[src/rtl/bist_scheduler.sv]
// rtl/bist_scheduler.sv - round-robin scheduler sharing one BIST engine among requesters
module bist_scheduler #(
   parameter int NREQ      = 4,
   parameter int START_LEN = 2,
   parameter int TIMEOUT   = 20000
) (
   input  logic            clock,
   input  logic            reset,
   input  logic [NREQ-1:0] req,
   input  logic            result_clr,
   input  logic            eng_running,
   input  logic            eng_end,
   input  logic            sig_ok,
   output logic            eng_start,
   output logic [NREQ-1:0] grant,
   output logic [NREQ-1:0] ack,
   output logic [NREQ-1:0] result,
   output logic [NREQ-1:0] result_valid,
   output logic            timeout_err,
   output logic            busy
);

   localparam int PW = (NREQ > 1) ? $clog2(NREQ) : 1;

   typedef enum logic [2:0] {IDLE, START, WAIT_RUN, WAIT_END, DONE} state_t;

   state_t          state, state_nx;
   logic [PW-1:0]   ptr, ptr_nx, gidx, gidx_nx, pick;
   logic [PW:0]     sum, ptr_inc;
   logic [NREQ-1:0] mask, mask_nx, eligible, rot;
   logic [15:0]     wd, wd_nx;
   logic [7:0]      scnt, scnt_nx;
   logic            found;
   logic            eng_start_nx, terr_nx, busy_nx;
   logic [NREQ-1:0] grant_nx, ack_nx, result_nx, valid_nx;

   // Arbitration: first unmasked request at or above ptr, wrapping modulo NREQ
   always_comb begin
      eligible = req & ~mask;
      rot      = NREQ'({eligible, eligible} >> ptr);
      found    = 1'b0;
      pick     = '0;
      sum      = '0;
      for (int i = 0; i < NREQ; i++) begin
         if (!found && rot[i]) begin
            found = 1'b1;
            sum   = {1'b0, ptr} + (PW+1)'(i);
            if (sum >= (PW+1)'(NREQ)) sum = sum - (PW+1)'(NREQ);
            pick  = sum[PW-1:0];
         end
      end
   end

   // Next state and next registered outputs; result_clr applies first so a capture overrides it
   always_comb begin
      state_nx     = state;
      ptr_nx       = ptr;
      gidx_nx      = gidx;
      mask_nx      = mask;
      wd_nx        = wd;
      scnt_nx      = scnt;
      eng_start_nx = eng_start;
      grant_nx     = grant;
      ack_nx       = '0;
      result_nx    = result;
      valid_nx     = result_valid;
      terr_nx      = timeout_err;
      ptr_inc      = {1'b0, gidx} + {{PW{1'b0}}, 1'b1};
      if (ptr_inc >= (PW+1)'(NREQ)) ptr_inc = '0;
      if (result_clr) begin
         result_nx = '0;
         valid_nx  = '0;
         terr_nx   = 1'b0;
      end
      case (state)
         IDLE: begin
            mask_nx = '0;
            if (found) begin
               gidx_nx        = pick;
               grant_nx       = '0;
               grant_nx[pick] = 1'b1;
               eng_start_nx   = 1'b1;
               scnt_nx        = '0;
               state_nx       = START;
            end
         end
         START: begin
            if (scnt == 8'(START_LEN - 1)) begin
               eng_start_nx = 1'b0;
               wd_nx        = '0;
               state_nx     = WAIT_RUN;
            end else begin
               scnt_nx = scnt + 8'd1;
            end
         end
         WAIT_RUN, WAIT_END: begin
            wd_nx = wd + 16'd1;
            if (wd == 16'(TIMEOUT - 1)) begin
               result_nx[gidx] = 1'b0;
               valid_nx[gidx]  = 1'b1;
               terr_nx         = 1'b1;
               ack_nx          = grant;
               state_nx        = DONE;
            end else if (state == WAIT_RUN) begin
               if (eng_running) state_nx = WAIT_END;
            end else if (!eng_running && eng_end) begin
               result_nx[gidx] = sig_ok;
               valid_nx[gidx]  = 1'b1;
               ack_nx          = grant;
               state_nx        = DONE;
            end
         end
         DONE: begin
            grant_nx = '0;
            mask_nx  = grant;
            ptr_nx   = ptr_inc[PW-1:0];
            state_nx = IDLE;
         end
         default: state_nx = IDLE;
      endcase
      busy_nx = (state_nx != IDLE);
   end

   // State, counters and all outputs registered; reset abandons any run without ack
   always_ff @(posedge clock) begin
      if (reset) begin
         state        <= IDLE;
         ptr          <= '0;
         gidx         <= '0;
         mask         <= '0;
         wd           <= '0;
         scnt         <= '0;
         eng_start    <= 1'b0;
         grant        <= '0;
         ack          <= '0;
         result       <= '0;
         result_valid <= '0;
         timeout_err  <= 1'b0;
         busy         <= 1'b0;
      end else begin
         state        <= state_nx;
         ptr          <= ptr_nx;
         gidx         <= gidx_nx;
         mask         <= mask_nx;
         wd           <= wd_nx;
         scnt         <= scnt_nx;
         eng_start    <= eng_start_nx;
         grant        <= grant_nx;
         ack          <= ack_nx;
         result       <= result_nx;
         result_valid <= valid_nx;
         timeout_err  <= terr_nx;
         busy         <= busy_nx;
      end
   end

endmodule

[config.mk]
export PLATFORM = sky130hd
export DESIGN_NAME = bist_scheduler
export DESIGN_NICKNAME = d
export VERILOG_FILES = /design/src/rtl/bist_scheduler.sv
export SDC_FILE = /design/constraint.sdc
export NUM_CORES = 1
export LEC_CHECK = 0
export CAP_MARGIN = 10
export CORE_ASPECT_RATIO = 0.5
export CORE_MARGIN = 5
export CORE_UTILIZATION = 30
export CTS_CLUSTER_SIZE = 16
export DETAILED_ROUTE_END_ITERATION = 6
export GPL_TIMING_DRIVEN = 0
export PLACE_DENSITY = 0.48
export SLEW_MARGIN = 10
export SYNTH_ARGS = -nofsm -noshare
export SYNTH_HDL_FRONTEND = slang
export SYNTH_SLANG_ARGS = --single-unit
[constraint.sdc]
create_clock -name clock -period 1.8 [get_ports clock]
set_clock_uncertainty 0.05 [all_clocks]
set_input_delay 0.54 -clock clock [delete_from_list [all_inputs] [get_ports clock]]
set_output_delay 0.54 -clock clock [all_outputs]
set_load 0.1 [all_outputs]
==> results.toml <==
[hold_path]
hold_path.startpoint = "eng_start$_SDFFE_PP0P_"
worstHoldPathCells = 2
min_delay_endpoint = "eng_start$_SDFFE_PP0P_"
min-delay-path-class = "reg -> reg"

[timing]
period_minus_slack_ns = 1.77
postLayoutSetupSlackWorst_ns = 0.0322
finalSetupViolations = 0
rsz0062_at_grt = "true"
final-hold-violation-count = 0
final_number_of_max_transition_violations = 0
timing_worst_slew_pin_value_ns = 0.547
period_share_pct = 98.2
slew_headroom_pct = 63.7
max_fclk_mhz = 566

[setup_path]
timing.critical_path.slowest_stage_cell = "sky130_fd_sc_hd__clkdlybuf4s18_2"
critPathBufInv = 1
path_delay_family = "buffers and inverters"
worstPathArrival_ns = 1.18
worstSetupEndpointType = "output port"
ff2ff_path_depth = 7
startpoint_type = "register"
critical_path.max_fanout = 2
path_cells = "clkdlybuf4s18_2"
type_of_the_setup_path_with_the_least_slack = "reg -> out"
critical_path.reg2reg.startpoint = "scnt[0]$_SDFFE_PP0P_"
max_stage_delay_ns = 0.54
critPathRequiredTime_ns = 1.21
end_of_the_worst_register_to_register_path = "wd[15]$_SDFFE_PP0P_"
r2r_slack_ns = 0.07

[synth]
synthSimpleGateAreaFrac_pct = 30.9
post_synth_inst_count = 280
synthDistinctLibCells = 53
synth_async_sr_flop_share_pct = 0
main_combinational_cell_family_by_area_after_synthesis = "simple AND/OR/NAND/NOR gates"
synthXorXnorAreaFrac_pct = 7.19
synth-adder-area-share_pct = 3.91
yosysSeqAreaShare_pct = 42.3
synth_area_per_cell_um2 = 9.13
synth_mux_area_share_pct = 0.783
yosysWarningCount = 0
syn_nets = 298
synthFlopType = "sky130_fd_sc_hd__dfxtp_1"
synth_compound_gate_area_share_pct = 11.3
post-synth-top-area-cell = "sky130_fd_sc_hd__dfxtp_1"
synth_edf_count = 0
syn-cell-area_um2 = 2560
yosys-top-cells-area = "sky130_fd_sc_hd__dfxtp_1 (42%), sky130_fd_sc_hd__xor2_1 (7.2%), sky130_fd_sc_hd__nor2_1 (4.8%), sky130_fd_sc_hd__nand3_1 (4.1%), sky130_fd_sc_hd__ha_1 (3.9%)"
synth-seq-cells = 54
synth_largest_type_area_fraction_pct = 42.3

[clocking]
tritoncts = "built"
cts-htree-levels = 2
cts-root-to-sink-buffers = 2
cts.sinks = 54
clk_transition_reported_paths_ns = 0.06
numCtsBuffers = 5
insertion_delay_ns = 0.29
cts_hold_buffers = 0
cts.root.buffer_cell = "sky130_fd_sc_hd__clkbuf_16"

[place]
gp_congestion = 0.806
dp_cells = 419
detailedPlacementHpwl_um = 4190
place_worst_setup_slack_ns = -0.629
place.port_buffers = 27
place_area_um2 = 2970

[floorplan]
chipWidth_um = 141
core-area_um2 = 8140
y_dimension_of_the_die_um = 75.3
initial_utilization_pct = 31.4
pin_count = 29
placement_rows = 23
die-area_um2 = 10600

[global_route]
global_route.usage.met3_pct = 3.30
grtUsageMet2_pct = 20.1
number_of_global_route_vias_before_repair = 2088
globalRouteOverflowTotal = 0
antenna_violations_before_repair = 0
first_pass_grt_wire_length_um = 9960
largest_net_degree_at_the_start_of_global_routing = 17
grtUsageTotal_pct = 11.7
grt_most_used_layer = "met2"
gr-usage-met1_pct = 14.4

[routing]
drc_errors = 0
post_drt_via_cell_ratio = 4.76
drt-total-wl_um = 6010
vias = 2137
routedWlPerCell_um = 13.4
firstDrtPassIters = 4
drtIter0Drc = 96
postRouteAntennaNets = 0

[cells_and_area]
layout.nets = 354
utilization_pct = 41.5
layout.cells.most_common = "sky130_fd_sc_hd__dfxtp_1"
antennaDiodeCount = 0
commonest_cells_after_routing_fill_and_taps_aside = "sky130_fd_sc_hd__dfxtp_1 (49), sky130_fd_sc_hd__nor2_1 (33), sky130_fd_sc_hd__buf_4 (24), sky130_fd_sc_hd__xor2_1 (21), sky130_fd_sc_hd__nand3_1 (20)"
syn2layout_area_growth_pct = 32.1
final_area_um2 = 3380
fin_cells = 449
drive_above_1_share_pct = 25.5

[power_and_ir_drop]
vdd_ir_drop_max_mv = 0.362
power_per_cell_area_nw_per_um2 = 806
cellLeakagePower_nw = 1.35
total_power_mw = 2.72

[run]
max_cap_violations = 0

[run_status]
run_status = "finished clean"
## worst max-delay path by stage
stage	startpoint	end	slack, ns	cells after the start
floorplan	wd[0]$_SDFFE_PP0P_	result_valid[0]$_SDFF_PP0_	0.05	7
global placement	req[1]	scnt[4]$_SDFFE_PP0P_	-0.60	6
detailed placement	req[1]	scnt[4]$_SDFFE_PP0P_	-0.63	6
CTS	wd[0]$_SDFFE_PP0P_	result_valid[1]$_SDFF_PP0_	-0.03	8
global route	wd[0]$_SDFFE_PP0P_	result_valid[0]$_SDFF_PP0_	-0.008	7
finish	eng_start$_SDFFE_PP0P_	eng_start	0.03	1
## report_power, final
| part | switching, mW | leakage, nW | internal, mW |
|---|---|---|---|
| Sequential | 0.0211 | 0.440 | 1.22 |
| Combinational | 0.245 | 0.823 | 0.153 |
| Clock | 0.437 | 0.0836 | 0.652 |
## timing repair
action / CTS / global route
gates resized for setup: 94 / 26
setup endpoints to repair: 55 / 33
pin swaps: 8 / 4
setup buffers: 13 / 9
gates cloned: 0 / 1
## synth_stat cells, types with 2 or more instances
library cell	number
sky130_fd_sc_hd__buf_2	3
sky130_fd_sc_hd__dfxtp_1	54
sky130_fd_sc_hd__nor4_1	3
sky130_fd_sc_hd__or3_1	2
sky130_fd_sc_hd__a22o_1	3
sky130_fd_sc_hd__mux2i_1	2
sky130_fd_sc_hd__nand2b_1	6
sky130_fd_sc_hd__nor2_1	33
sky130_fd_sc_hd__or3b_1	2
sky130_fd_sc_hd__a21oi_1	18
sky130_fd_sc_hd__nor3_1	4
sky130_fd_sc_hd__a32o_1	3
sky130_fd_sc_hd__ha_1	8
sky130_fd_sc_hd__o22ai_1	3
sky130_fd_sc_hd__inv_1	6
sky130_fd_sc_hd__nand4b_1	3
sky130_fd_sc_hd__buf_4	4
sky130_fd_sc_hd__o21ai_1	2
sky130_fd_sc_hd__and4bb_1	2
sky130_fd_sc_hd__nor3_2	2
sky130_fd_sc_hd__nor2b_2	3
sky130_fd_sc_hd__xor2_1	21
sky130_fd_sc_hd__and2_1	6
sky130_fd_sc_hd__nand4_1	13
sky130_fd_sc_hd__nand3_1	21
sky130_fd_sc_hd__nor2b_1	5
sky130_fd_sc_hd__nand2_1	12
sky130_fd_sc_hd__and3_1	4
sky130_fd_sc_hd__clkbuf_1	4
sky130_fd_sc_hd__o21ai_0	5
## state kept, by name, indices dropped and copies added (netlist names)
signal        cells
mask              4
ptr               2
ack               4
grant             4
result_valid      4
wd               16
scnt              8
result            4
gidx              2
busy              1
timeout_err       1
eng_start         1
state             3
## kinds of logic (layout without fill, tap and decap cells)
| logic type | Yosys count | count (layout) |
|---|---|---|
| DFF | 54 | 54 |
| buffers and inverters | 18 | 75 |
| and+or+nand+nor | 133 | 133 |
| xor gates and xnor gates | 21 | 21 |
| adders and majority gates | 8 | 8 |
| AOI/OAI and AO/OA | 44 | 44 |
| muxes | 2 | 2 |
## cell type report
type	count	area, um2
sequential	54	1090
tap	112	140
timing repair buffer	50	404
clock buffer	5	125
clock inverter	3	40.0
inverter	6	22.5
fill	796	4760
multi-input combinational	208	1480
buffer	11	72.6
## routing by layer
layer	routed length, um	up-vias
met3	172	8
li1	-	1104
met4	75	0
met1	2980	1006
met5	0	-
met2	2780	19
## stage by stage
stage	hold slack (ns)	TNS [ns]
after global placement	0.400	-17.42
after CTS	0.424	-0.107
after floorplan	0.400	0
final	0.411	0
after global routing	0.435	-0.00797
after detailed placement	0.409	-17.98
Note: power is estimated with default switching activity, not from simulation.
